### src/rtl/apb_req_arbiter_if.sv
// Requester fabric and apb_master command/response bundle.
// master: arbiter side; slave: requesters, apb_master and slave side.
interface apb_req_arbiter_if #(
  parameter int NUM_REQ    = 2,
  parameter int ADDR_WIDTH = 8,
  parameter int DATA_WIDTH = 8,
  parameter int PSEL_WIDTH = 2
);
  logic [NUM_REQ-1:0]            req_i;
  logic [NUM_REQ-1:0]            req_write_i;
  logic [NUM_REQ*ADDR_WIDTH-1:0] req_addr_i;
  logic [NUM_REQ*DATA_WIDTH-1:0] req_wdata_i;
  logic [NUM_REQ*PSEL_WIDTH-1:0] req_sel_i;
  logic [NUM_REQ-1:0]            gnt_o;
  logic [NUM_REQ-1:0]            done_o;
  logic [DATA_WIDTH-1:0]         rdata_o;
  logic                          err_o;
  logic                          busy_o;
  logic [1:0]                    M_PMODE_o;
  logic [ADDR_WIDTH-1:0]         M_PADDR_o;
  logic [PSEL_WIDTH-1:0]         M_PSEL_o;
  logic [DATA_WIDTH-1:0]         M_PWDATA_o;
  logic                          M_PENABLE_i;
  logic                          M_PREADY_i;
  logic [DATA_WIDTH-1:0]         M_PRDATA_i;
  logic                          M_PSLVERR_i;

  modport master (
    input  req_i, req_write_i, req_addr_i,
    input  req_wdata_i, req_sel_i,
    input  M_PENABLE_i, M_PREADY_i,
    input  M_PRDATA_i, M_PSLVERR_i,
    output gnt_o, done_o, rdata_o, err_o,
    output busy_o, M_PMODE_o, M_PADDR_o,
    output M_PSEL_o, M_PWDATA_o
  );

  modport slave (
    output req_i, req_write_i, req_addr_i,
    output req_wdata_i, req_sel_i,
    output M_PENABLE_i, M_PREADY_i,
    output M_PRDATA_i, M_PSLVERR_i,
    input  gnt_o, done_o, rdata_o, err_o,
    input  busy_o, M_PMODE_o, M_PADDR_o,
    input  M_PSEL_o, M_PWDATA_o
  );
endinterface

### src/rtl/apb_req_arbiter.sv
// Round-robin arbiter sharing one apb_master among NUM_REQ requesters.
// Ports: PCLK_i, PRESET_i (async active-low), bus (apb_req_arbiter_if.master).
module apb_req_arbiter #(
  parameter int NUM_REQ    = 2,
  parameter int ADDR_WIDTH = 8,
  parameter int DATA_WIDTH = 8,
  parameter int PSEL_WIDTH = 2
) (
  input  logic                PCLK_i,
  input  logic                PRESET_i,
  apb_req_arbiter_if.master   bus
);
  localparam int IW = $clog2(NUM_REQ);
  localparam logic [IW:0] NR = (IW+1)'(NUM_REQ);

  typedef enum logic [1:0] {
    IDLE, ISSUE, WAIT, DONE
  } state_t;

  state_t state_q, state_d;

  logic [IW-1:0]         rr_q;
  logic [IW-1:0]         own_q;
  logic [IW-1:0]         win;
  logic [IW:0]           cand;
  logic                  any;
  logic                  wr_q;
  logic                  err_q;
  logic                  xfer_end;
  logic [ADDR_WIDTH-1:0] addr_q;
  logic [DATA_WIDTH-1:0] wdata_q;
  logic [PSEL_WIDTH-1:0] sel_q;
  logic [DATA_WIDTH-1:0] rdata_q;
  logic [NUM_REQ-1:0]    gnt_d;
  logic [NUM_REQ-1:0]    done_d;
  logic [1:0]            pmode_d;

  logic [ADDR_WIDTH-1:0] addr_a  [NUM_REQ];
  logic [DATA_WIDTH-1:0] wdata_a [NUM_REQ];
  logic [PSEL_WIDTH-1:0] sel_a   [NUM_REQ];

  assign xfer_end = bus.M_PENABLE_i
                  & bus.M_PREADY_i;
  assign any      = |bus.req_i;

  always_comb begin
    for (int k = 0; k < NUM_REQ; k++) begin
      addr_a[k]  = bus.req_addr_i[k*ADDR_WIDTH +: ADDR_WIDTH];
      wdata_a[k] = bus.req_wdata_i[k*DATA_WIDTH +: DATA_WIDTH];
      sel_a[k]   = bus.req_sel_i[k*PSEL_WIDTH +: PSEL_WIDTH];
    end
  end

  // Walk offsets from farthest to nearest so the nearest
  // requester after rr_q is the one left in win.
  always_comb begin
    win  = rr_q;
    cand = '0;
    for (int i = NUM_REQ; i >= 1; i--) begin
      cand = {1'b0, rr_q} + (IW+1)'(i);
      if (cand >= NR)
        cand = cand - NR;
      if (bus.req_i[cand[IW-1:0]])
        win = cand[IW-1:0];
    end
  end

  always_comb begin
    state_d = state_q;
    gnt_d   = '0;
    done_d  = '0;
    pmode_d = 2'b00;
    unique case (state_q)
      IDLE: begin
        if (any) begin
          gnt_d[win] = 1'b1;
          state_d    = ISSUE;
        end
      end
      ISSUE: begin
        pmode_d = {1'b1, wr_q};
        state_d = WAIT;
      end
      WAIT: begin
        // Drop to NOP on the completing cycle so the
        // master returns to IDLE instead of chaining.
        if (xfer_end) begin
          state_d = DONE;
        end else begin
          pmode_d = {1'b1, wr_q};
        end
      end
      DONE: begin
        done_d[own_q] = 1'b1;
        state_d       = IDLE;
      end
    endcase
  end

  always_ff @(posedge PCLK_i or negedge PRESET_i) begin
    if (!PRESET_i) begin
      state_q <= IDLE;
      rr_q    <= IW'(NUM_REQ-1);
      own_q   <= '0;
      wr_q    <= 1'b0;
      addr_q  <= '0;
      wdata_q <= '0;
      sel_q   <= '0;
      rdata_q <= '0;
      err_q   <= 1'b0;
    end else begin
      state_q <= state_d;
      if (state_q == IDLE && any) begin
        own_q   <= win;
        rr_q    <= win;
        wr_q    <= bus.req_write_i[win];
        addr_q  <= addr_a[win];
        wdata_q <= wdata_a[win];
        sel_q   <= sel_a[win];
      end
      if (state_q == WAIT && xfer_end) begin
        if (!wr_q)
          rdata_q <= bus.M_PRDATA_i;
        err_q <= bus.M_PSLVERR_i;
      end
    end
  end

  // Grant is combinational from req_i; hold it low
  // while reset is asserted.
  assign bus.gnt_o      = gnt_d & {NUM_REQ{PRESET_i}};
  assign bus.done_o     = done_d;
  assign bus.busy_o     = (state_q != IDLE);
  assign bus.M_PMODE_o  = pmode_d;
  assign bus.M_PADDR_o  = addr_q;
  assign bus.M_PSEL_o   = sel_q;
  assign bus.M_PWDATA_o = wdata_q;
  assign bus.rdata_o    = rdata_q;
  assign bus.err_o      = err_q;
endmodule
### src/flat_wrapper.sv
// flat-port wrapper written by rule: the top's interface ports become plain ports
module apb_req_arbiter_flat 
#(
  parameter int NUM_REQ    = 2,
  parameter int ADDR_WIDTH = 8,
  parameter int DATA_WIDTH = 8,
  parameter int PSEL_WIDTH = 2
)
  (PCLK_i, PRESET_i, bus_req_i, bus_req_write_i, bus_req_addr_i, bus_req_wdata_i, bus_req_sel_i, bus_M_PENABLE_i, bus_M_PREADY_i, bus_M_PRDATA_i, bus_M_PSLVERR_i, bus_gnt_o, bus_done_o, bus_rdata_o, bus_err_o, bus_busy_o, bus_M_PMODE_o, bus_M_PADDR_o, bus_M_PSEL_o, bus_M_PWDATA_o);
  apb_req_arbiter_if #(.NUM_REQ(NUM_REQ), .ADDR_WIDTH(ADDR_WIDTH), .DATA_WIDTH(DATA_WIDTH), .PSEL_WIDTH(PSEL_WIDTH)) bus_i ();
  input  logic PCLK_i;
  input  logic PRESET_i;
  input wire logic [$bits(bus_i.req_i)-1:0] bus_req_i;
  input wire logic [$bits(bus_i.req_write_i)-1:0] bus_req_write_i;
  input wire logic [$bits(bus_i.req_addr_i)-1:0] bus_req_addr_i;
  input wire logic [$bits(bus_i.req_wdata_i)-1:0] bus_req_wdata_i;
  input wire logic [$bits(bus_i.req_sel_i)-1:0] bus_req_sel_i;
  input wire logic [$bits(bus_i.M_PENABLE_i)-1:0] bus_M_PENABLE_i;
  input wire logic [$bits(bus_i.M_PREADY_i)-1:0] bus_M_PREADY_i;
  input wire logic [$bits(bus_i.M_PRDATA_i)-1:0] bus_M_PRDATA_i;
  input wire logic [$bits(bus_i.M_PSLVERR_i)-1:0] bus_M_PSLVERR_i;
  output wire logic [$bits(bus_i.gnt_o)-1:0] bus_gnt_o;
  output wire logic [$bits(bus_i.done_o)-1:0] bus_done_o;
  output wire logic [$bits(bus_i.rdata_o)-1:0] bus_rdata_o;
  output wire logic [$bits(bus_i.err_o)-1:0] bus_err_o;
  output wire logic [$bits(bus_i.busy_o)-1:0] bus_busy_o;
  output wire logic [$bits(bus_i.M_PMODE_o)-1:0] bus_M_PMODE_o;
  output wire logic [$bits(bus_i.M_PADDR_o)-1:0] bus_M_PADDR_o;
  output wire logic [$bits(bus_i.M_PSEL_o)-1:0] bus_M_PSEL_o;
  output wire logic [$bits(bus_i.M_PWDATA_o)-1:0] bus_M_PWDATA_o;
  assign bus_i.req_i = bus_req_i;
  assign bus_i.req_write_i = bus_req_write_i;
  assign bus_i.req_addr_i = bus_req_addr_i;
  assign bus_i.req_wdata_i = bus_req_wdata_i;
  assign bus_i.req_sel_i = bus_req_sel_i;
  assign bus_i.M_PENABLE_i = bus_M_PENABLE_i;
  assign bus_i.M_PREADY_i = bus_M_PREADY_i;
  assign bus_i.M_PRDATA_i = bus_M_PRDATA_i;
  assign bus_i.M_PSLVERR_i = bus_M_PSLVERR_i;
  assign bus_gnt_o = bus_i.gnt_o;
  assign bus_done_o = bus_i.done_o;
  assign bus_rdata_o = bus_i.rdata_o;
  assign bus_err_o = bus_i.err_o;
  assign bus_busy_o = bus_i.busy_o;
  assign bus_M_PMODE_o = bus_i.M_PMODE_o;
  assign bus_M_PADDR_o = bus_i.M_PADDR_o;
  assign bus_M_PSEL_o = bus_i.M_PSEL_o;
  assign bus_M_PWDATA_o = bus_i.M_PWDATA_o;
  apb_req_arbiter #(.NUM_REQ(NUM_REQ), .ADDR_WIDTH(ADDR_WIDTH), .DATA_WIDTH(DATA_WIDTH), .PSEL_WIDTH(PSEL_WIDTH)) u_core (.PCLK_i(PCLK_i), .PRESET_i(PRESET_i), .bus(bus_i));
endmodule
### config.mk
export PLATFORM = sky130hd
export DESIGN_NAME = apb_req_arbiter_flat
export DESIGN_NICKNAME = d
export VERILOG_FILES = /design/src/rtl/apb_req_arbiter_if.sv /design/src/rtl/apb_req_arbiter.sv /design/src/flat_wrapper.sv
export SDC_FILE = /design/constraint.sdc
export NUM_CORES = 1
export LEC_CHECK = 0
export CAP_MARGIN = 20
export CORE_MARGIN = 2
export CORE_UTILIZATION = 40
export DETAILED_ROUTE_END_ITERATION = 12
export GPL_TIMING_DRIVEN = 0
export PLACE_DENSITY = 0.84
export SLEW_MARGIN = 10
export SYNTH_ARGS = -nofsm -noshare
export SYNTH_HDL_FRONTEND = slang
export SYNTH_SLANG_ARGS = --single-unit
### constraint.sdc
create_clock -name PCLK_i -period 4.81 [get_ports PCLK_i]
set_input_delay 1.2025 -clock PCLK_i [delete_from_list [all_inputs] [get_ports PCLK_i]]
set_output_delay 1.2025 -clock PCLK_i [all_outputs]
set_load 0.05 [all_outputs]
Yosys cells after proc, flatten, opt, wreduce, memory -nomap -nowiden
Index checks and enable logic that the tools add are counted.
W data, S select, Z words.
{"block": "word_totals", "inputBits": 53, "wordCells": 71, "register_bits": 32, "out_inout_bits": 34}
{"block": "op_classes", "bitwise_logic": 4, "reduce_logical": 9, "mux": 31, "order_cmp": 9, "add_sub_neg": 4, "n_eq_ne": 5}
{"cell": "$mux W8", "count": 6}
{"cell": "$mux W2", "count": 9}
{"cell": "$mux W1", "count": 12}
{"cell": "$lt A1 B2 Y1 const B", "count": 4}
{"cell": "$pmux W2 S4", "count": 1}
{"cell": "$ge A2 B2 Y1 const B", "count": 3}
{"cell": "$eq A2 B2 Y1 const B", "count": 2}
{"cell": "$logic_and A1 B1 Y1", "count": 4}
{"cell": "$ne A2 B1 Y1 const B", "count": 2}
{"cell": "$pmux W2 S2", "count": 1}
{"cell": "$reduce_and A2 Y1", "count": 2}
{"cell": "$add A1 B1 Y2 const B", "count": 1}
{"cell": "$add A1 B2 Y2 const B", "count": 1}
{"cell": "$and A2 B2 Y2", "count": 1}
{"cell": "$demux W1 S1", "count": 2}
{"cell": "$eq A2 B1 Y1 const B", "count": 1}
{"cell": "$ge A1 B1 Y1 const B", "count": 2}
{"cell": "$logic_not A2 Y1", "count": 1}
{"cell": "$not A1 Y2", "count": 1}
{"cell": "$reduce_bool A2 Y1", "count": 1}
{"cell": "$reduce_or A2 Y1", "count": 1}
{"cell": "$sub A1 B1 Y1 const B", "count": 2}
{"cell": "$and A1 B1 Y1", "count": 1}
{"cell": "$not A1 Y1", "count": 1}

Longest topological paths before layout
Gate-level depths: netlist of the first run.
{"block": "logic_depth", "depth_word": 14, "mapped_depth": 6, "depth_no_buf": 5}

Worst setup path before layout of the first run
Ideal clock, no wire load.
{"block": "synth_path", "kind": "input -> output", "startpoint": "in bus_M_PENABLE_i", "endpoint": "out bus_M_PMODE_o[0]", "path_buffers": 0, "arrival_time_ns": 2.357, "required_ns": 3.608, "path_stages": 3, "slack_ns": 1.251, "cell_sequence": "a21boi_0 -> o21a_1 -> and2_1"}
{"block": "synth_via", "elab_chain_cells": 3}
{"item": "from (decl)", "line_no": "flat_wrapper.sv:18", "text": "input wire logic [$bits(bus_i.M_PENABLE_i)-1:0] bus_M_PENABLE_i;"}
{"item": "$and A1 B1 Y1", "line_no": "apb_req_arbiter.sv:43", "text": "& bus.M_PREADY_i;"}
{"item": "$mux W2", "line_no": "apb_req_arbiter.sv:87", "text": "if (xfer_end) begin"}
{"item": "$pmux W2 S2", "line_no": "apb_req_arbiter.sv:73", "text": "unique case (state_q)"}
{"item": "to (decl)", "line_no": "flat_wrapper.sv:27", "text": "output wire logic [$bits(bus_i.M_PMODE_o)-1:0] bus_M_PMODE_o;"}
Every way passes these cells.

Worst setup path after layout of the first run
{"block": "layout_path", "startpoint": "in bus_req_i[0]", "endpoint": "out bus_gnt_o[0]"}
{"block": "layout_via", "elab_chain_cells": 11, "elab_cells_between_ends": 15, "cone_classes": "order compare: 2; mux: 10; bitwise: 1; reduce/logical: 2"}
{"item": "from (decl)", "line_no": "flat_wrapper.sv:13", "text": "input wire logic [$bits(bus_i.req_i)-1:0] bus_req_i;"}
{"item": "$mux W1 (not written as such) (2 in series)", "line_no": "apb_req_arbiter.sv:63", "text": "if (bus.req_i[cand[IW-1:0]])"}
{"item": "$mux W1 (2 in series)", "line_no": "apb_req_arbiter.sv:63"}
{"item": "$lt A1 B2 Y1 (not written as such) or $ge A1 B1 Y1 (tied branches)", "line_no": "apb_req_arbiter.sv:76", "text": "gnt_d[win] = 1'b1;"}
{"item": "$logic_and A1 B1 Y1 (not written as such)", "line_no": "apb_req_arbiter.sv:76"}
{"item": "$mux W1 (not written as such)", "line_no": "apb_req_arbiter.sv:76"}
{"item": "$demux W1 S1"}
{"item": "$mux W2 (*)", "line_no": "apb_req_arbiter.sv:75", "text": "if (any) begin"}
{"item": "$mux W2 (*)", "line_no": "apb_req_arbiter.sv:73"}
{"item": "$and A2 B2 Y2 (*)", "line_no": "apb_req_arbiter.sv:131", "text": "assign bus.gnt_o = gnt_d & {NUM_REQ{PRESET_i}};"}
{"item": "to (decl)", "line_no": "flat_wrapper.sv:22", "text": "output wire logic [$bits(bus_i.gnt_o)-1:0] bus_gnt_o;"}
Mark *: on every way between the ends. The rest lies on a longest branch, timed or not. The select of a mux whose other input is x is not followed.

==> flow_summary.ini, run 1 <==
[run_status]
run_status = finished clean

[cells_and_area]
n_antenna_cell = 0
fin_util_pct = 68.77
fillers = 303
final_area_mm2 = 0.002499
nNetsFinal = 270
syn_to_final_growth_pct = 66.00
layout-drive-gt1-share_pct = 11.32

[synth]
synth_ff_type = dfrtp_1
avgSynthCellArea_um2 = 12.65
postSynth.asyncResetShare_pct = 100.0
yosysUniqueCellTypes = 25
synth_fp_nets = 177
yosys_warnings = 0
yosysSeqAreaShare_pct = 53.28
syn_area_mm2 = 0.001505
synth_seq_cells = 32
synth_edf_count = 0
syn_inst = 119

[floorplan]
pin_count = 87
core-area_mm2 = 0.003633
initial_core_util_pct = 41.43
die_h_um = 65.35
num_rows = 22
die_x_um = 65.35
die_area_mm2 = 0.004270

[timing]
setup_viol = 0
tightestPinTransition_ps = 716.6
postLayoutSetupSlackWorst_ps = 404.2
slew_viol_final = 0
hold_viol_final = 0
slew_headroom_pct = 52.22
fin_crit_ps = 4406
clock_skew_ps = 5.915
fin_crit_sh_pct = 91.60
max_freq_mhz = 227.0
rsz0062_at_grt = false

[worst_setup_path]
critical_path.endpoint_type = output pin
cp-startpoint = bus_req_i[0]
crit_required_ps = 3610
cp_data_arrival_time_ps = 3200
rrSetupSlack_ps = 3110
worst_r2r_endpoint = u_core.bus.M_PWDATA_o[4]
endpoint = bus_gnt_o[0]
worstPathMaxFanout = 10
cp-start-kind = input port
worstReg2RegStart = u_core.state_q[0]
reg2regPathDepth = 6
critPathKind = input port to output pin

[clock_tree]
clk_latency_ps = 270
cts_num_sinks = 32
clk_pin_slew_ps = 60
cts_hold_buf = 0
cts_resized = 0
cts_tree = yes
cts_buffers = 5
clk_path_buf_depth = 2
cts_root_buf = clkbuf_8
cts_setup_buffers = 0
cts_max_level = 2

[routing]
drcViolationCount = 0
wl_per_cell_um = 16.28
vias = 1371
drtAntennaViolNets = 0
avgViaCountPerCell = 5.273
drtPass1Iterations = 4
drt_iter0_markers = 115
drt_wl_total_mm = 4.232

[pwr]
leakage_nw = 1.161
ir_drop_uv = 295.7
powerDensity_mw_per_mm2 = 732.0

[run]
maxCapViolations = 0

[place]
io_buffers = 86
placed_area_mm2 = 0.002421
hpwl_mm = 3.213
dpl_worst_slack_ps = 408.1
gp_congestion = 0.8110

[global_route]
grt_pass1_vias = 1492
grt-ovfl-total = 0
grt.total_usage_pct = 21.01
antenna_found_initial = 0
grt_start_max_net_pins = 35
grt_pass1_wl_mm = 6.920

[worst_hold_path]
hold_path_depth = 2
worstHoldPathType = register to register
-- routing by layer --
metal,track usage [%],wire length [µm]
met2,37.63,2147
met5,0,0
met3,5.651,352
met1,25.06,1707
met4,4.948,26
-- placed cells by master, fill, tap and decap left out, types with 3 or more instances in the layout --
cell	synthesis	final
clkdlybuf4s50_1	0	85
dfrtp_1	31	31
and3_1	20	20
a221o_1	19	19
mux2_4	8	8
buf_2	5	6
inv_1	5	5
and2_1	5	5
ha_1	5	5
clkbuf_8	0	5
clkbuf_1	3	4
a21oi_1	3	3
-- worst min-delay path by stage --
stage	startpoint	to
2_1_floorplan	u_core.rr_q	u_core.rr_q
3_3_place_gp	u_core.rr_q	u_core.rr_q
5_1_grt	u_core.rr_q	u_core.rr_q
6_report	u_core.rr_q	u_core.rr_q
3_5_place_dp	u_core.rr_q	u_core.rr_q
4_1_cts	u_core.rr_q	u_core.rr_q
-- synth_stat cells (all sizes together) (3+ instances only) --
| cell type | instances | share of area, % |
|---|---|---|
| buf | 6 | 2.4 |
| and2 | 5 | 2.1 |
| mux2 | 10 | 9.5 |
| dfrtp | 31 | 52 |
| clkbuf | 3 | 0.75 |
| a21oi | 3 | 1.0 |
| a221o | 19 | 13 |
| ha | 5 | 4.2 |
| inv | 5 | 1.2 |
| and3 | 20 | 8.3 |
-- flip-flops by register name (all words and copies together), names as in the netlist --
register / flops
u_core.bus.M_PADDR_o: 8
u_core.bus.M_PSEL_o: 2
u_core.bus.M_PWDATA_o: 8
u_core.bus.err_o: 1
u_core.bus.rdata_o: 8
u_core.own_q: 1
u_core.rr_q: 1
u_core.state_q: 2
u_core.wr_q: 1
-- cells by family (layout without fill, tap and decap cells) --
family	Yosys count	after routing	share of synthesized area (%)
buffers and inverters	14	107	4.405
AOI/OAI and AO/OA	26	26	15.71
adders and majority gates	5	5	4.156
muxes	10	10	9.477
and+or+nand+nor	32	32	12.97
DFF	32	32	53.28
-- worst max-delay path: stages --
cell and delay, ps:
clkdlybuf4s50_1 530, and2_1 180, clkbuf_1 280, and3_1 210, clkdlybuf4s50_1 800
-- area by class of cell --
type                    count  area, µm²  share of cell area, %
flip-flops and latches     32      802.0                  32.10
clock inverters             1      5.005                 0.2003
clock buffers               6      72.57                  2.904
multi-input cells          73      636.9                  25.49
repair buffers             86      855.8                  34.25
inverters                   5      18.77                 0.7511
well taps                  48      60.06                  2.404
plain buffers               9      47.55                  1.903
-- through the flow --
| step | total power [W] | setup TNS (ps) | instances | hold WS (ps) |
|---|---|---|---|---|
| 6_report | 0.001829 | 0 | 260 | 473.6 |
| 5_1_grt | 0.001921 | 0 | 260 | 496.5 |
| 4_1_cts | 0.001842 | 0 | 260 | 477.4 |
| 3_5_place_dp | 0.001645 | 0 | 253 | 466.9 |
| 3_3_place_gp | 0.001612 | -364.1 | 253 | 457.1 |
| 2_1_floorplan | 0.001248 | 0 | 119 | 443.7 |
-- power breakdown --
| part | leakage, nW | switching [W] | total [W] | internal, W |
|---|---|---|---|---|
| registers | 0.390 | 0.0000862 | 0.000493 | 0.000406 |
| logic | 0.730 | 0.000693 | 0.00115 | 0.000456 |
| clock network | 0.0410 | 0.0000891 | 0.000187 | 0.0000982 |
(Power assumes the default switching activity.)
==> run 2: changes to the inputs <==
--- a/config.mk
+++ b/config.mk
@@ -15,3 +15,4 @@
 export SYNTH_ARGS = -nofsm -noshare
 export SYNTH_HDL_FRONTEND = slang
 export SYNTH_SLANG_ARGS = --single-unit
+export TNS_END_PERCENT = 100
==> results of run 2 <==
Final layout, timing and power as in run 1 (identical DEF).
==> run 3: changes to the inputs <==
--- a/config.mk
+++ b/config.mk
@@ -6,7 +6,7 @@
 export NUM_CORES = 1
 export LEC_CHECK = 0
 export CAP_MARGIN = 20
-export CORE_MARGIN = 2
+export CORE_ASPECT_RATIO = 1.4
 export CORE_UTILIZATION = 40
 export DETAILED_ROUTE_END_ITERATION = 12
 export GPL_TIMING_DRIVEN = 0
==> flow_summary.ini, run 3 (synthesis results as in run 1) <==
[clock_tree]
cts_setup_buffers = 0
clk_path_buf_depth = 2
cts_tree = yes
cts_max_level = 2
cts_hold_buf = 0
clk_latency_ps = 270
clk_pin_slew_ps = 60
cts_root_buf = clkbuf_8
cts_num_sinks = 32
cts_buffers = 5
cts_resized = 0

[worst_setup_path]
worstReg2RegStart = u_core.state_q[0]
slowest_delay_ps = 800
cp-startpoint = bus_req_i[0]
cp-start-kind = input port
worstPathMaxFanout = 10
path_cells = clkdlybuf4s50_1, and2_1, clkbuf_1, and3_1, clkdlybuf4s50_1
critPathTopFamily = buffers and inverters
cp_common_cell = clkdlybuf4s50_1
crit_buf_inv = 3
critPathKind = input port to output pin
cp_data_arrival_time_ps = 3210
cpMaxStageDelayCell = clkdlybuf4s50_1
critical_path.endpoint_type = output pin
crit_required_ps = 3610

[timing]
slew_viol_final = 0
holdWs_ps = 479.6
fin_crit_sh_pct = 91.69
hold_viol_final = 0
rsz0062_at_grt = false
clock_skew_ps = 8.067
max_freq_mhz = 226.7
tightestPinTransition_ps = 700.7
fin_crit_ps = 4410
setup_viol = 0
slew_headroom_pct = 53.29

[pwr]
p_int_w = 0.0009789
switchingPower_w = 0.0008614
clkPwrFrac_pct = 10.8
powerDensity_mw_per_mm2 = 735.0
combPwrFrac_pct = 62.6
ir_drop_uv = 575.1
leakage_nw = 1.165
p_seq_share_pct = 26.6
swShare_pct = 46.81

[run_status]
run_status = finished clean

[floorplan]
die_h_um = 74.58
pin_count = 87
die_x_um = 53.85
initial_core_util_pct = 41.68
num_rows = 26
die_area_mm2 = 0.004016
core-area_mm2 = 0.003611

[place]
hpwl_mm = 3.106
gp_congestion = 0.7793
io_buffers = 86

[routing]
drt_wl_total_mm = 4.094
avgViaCountPerCell = 5.278
wl_per_cell_um = 16.05
drtPass1Iterations = 4
drtAntennaViolNets = 0
drcViolationCount = 0
drt_iter0_markers = 25
vias = 1346

[cells_and_area]
fin_util_pct = 69.33
syn_to_final_growth_pct = 66.33
n_antenna_cell = 0
final_cell_mix = clkdlybuf4s50_1, dfrtp_1, and3_1
layout_commonest_cell = clkdlybuf4s50_1
nNetsFinal = 270
fillers = 273
layout-drive-gt1-share_pct = 11.27

[global_route]
antenna_found_initial = 0
grt_pass1_vias = 1447
grt.total_usage_pct = 21.76
grt_start_max_net_pins = 35
grt_pass1_wl_mm = 6.168
grt-ovfl-total = 0

[worst_hold_path]
worstHoldPathType = register to register
hp-start = u_core.rr_q

[run]
maxCapViolations = 0
## run 3: cell types whose count changed in the layout (fill, tap and decap cells not counted)
cell / delta
clkinv_2: -1
clkbuf_1: +1
clkbuf_8: +1
## run 3: stage by stage
stage | setup slack [ps] | cell area, µm² | power [W] | TNS, ps | std cells
finish | 399.8 | 2504 | 0.001840 | 0 | 255
global route | 309.2 | 2504 | 0.001933 | 0 | 255
CTS | 410.5 | 2504 | 0.001855 | 0 | 255
detailed placement | 438.2 | 2414 | 0.001644 | 0 | 247
global placement | -217.4 | 2419 | 0.001614 | -387.1 | 247
floorplan | 1251 | 1505 | 0.001248 | 0 | 119
## run 3: final timing paths
kind | to | slack (ps) | depth (start not counted)
worst max-delay path | bus_gnt_o[0] | 400 | 5
worst min-delay path | u_core.rr_q | 480 | 2
worst max register to register | u_core.bus.M_PWDATA_o[4] | 3060 | 6
worst min register to register | u_core.rr_q | 480 | 2
max in group asynchronous | u_core.bus.rdata_o[7] | 3380 | 1
min in group asynchronous | u_core.bus.M_PWDATA_o[5] | 980 | 1
## run 3: power by group through the flow
stage	clock network, W	registers (W)	logic [W]
floorplan	0	0.000862	0.000385
global placement	0	0.000482	0.00113
detailed placement	0	0.000489	0.00115
CTS	0.000205	0.000489	0.00116
global route	0.000218	0.000503	0.00121
finish	0.000199	0.000489	0.00115
## run 3: area by class of cell
type	count	area (µm²)	area share [%]
repair buffers	86	855.8	34.18
flip-flops and latches	32	802.0	32.03
multi-input cells	73	636.9	25.44
clock buffers	8	90.09	3.598
well taps	42	52.55	2.099
plain buffers	9	47.55	1.899
inverters	5	18.77	0.7496
## run 3: worst min-delay path, cell delays in order, from the launching register on
cell and delay (ps):
dfstp_2 380, inv_1 50, a21oi_1 50
## run 3: layer usage
metal / wire length, µm / GRT usage [%] / up-vias
li1: - / - / 632
met1: 1597 / 21.90 / 634
met2: 2130 / 41.98 / 76
met3: 325 / 4.908 / 4
met4: 40 / 7.018 / 0
met5: 0 / 0 / -
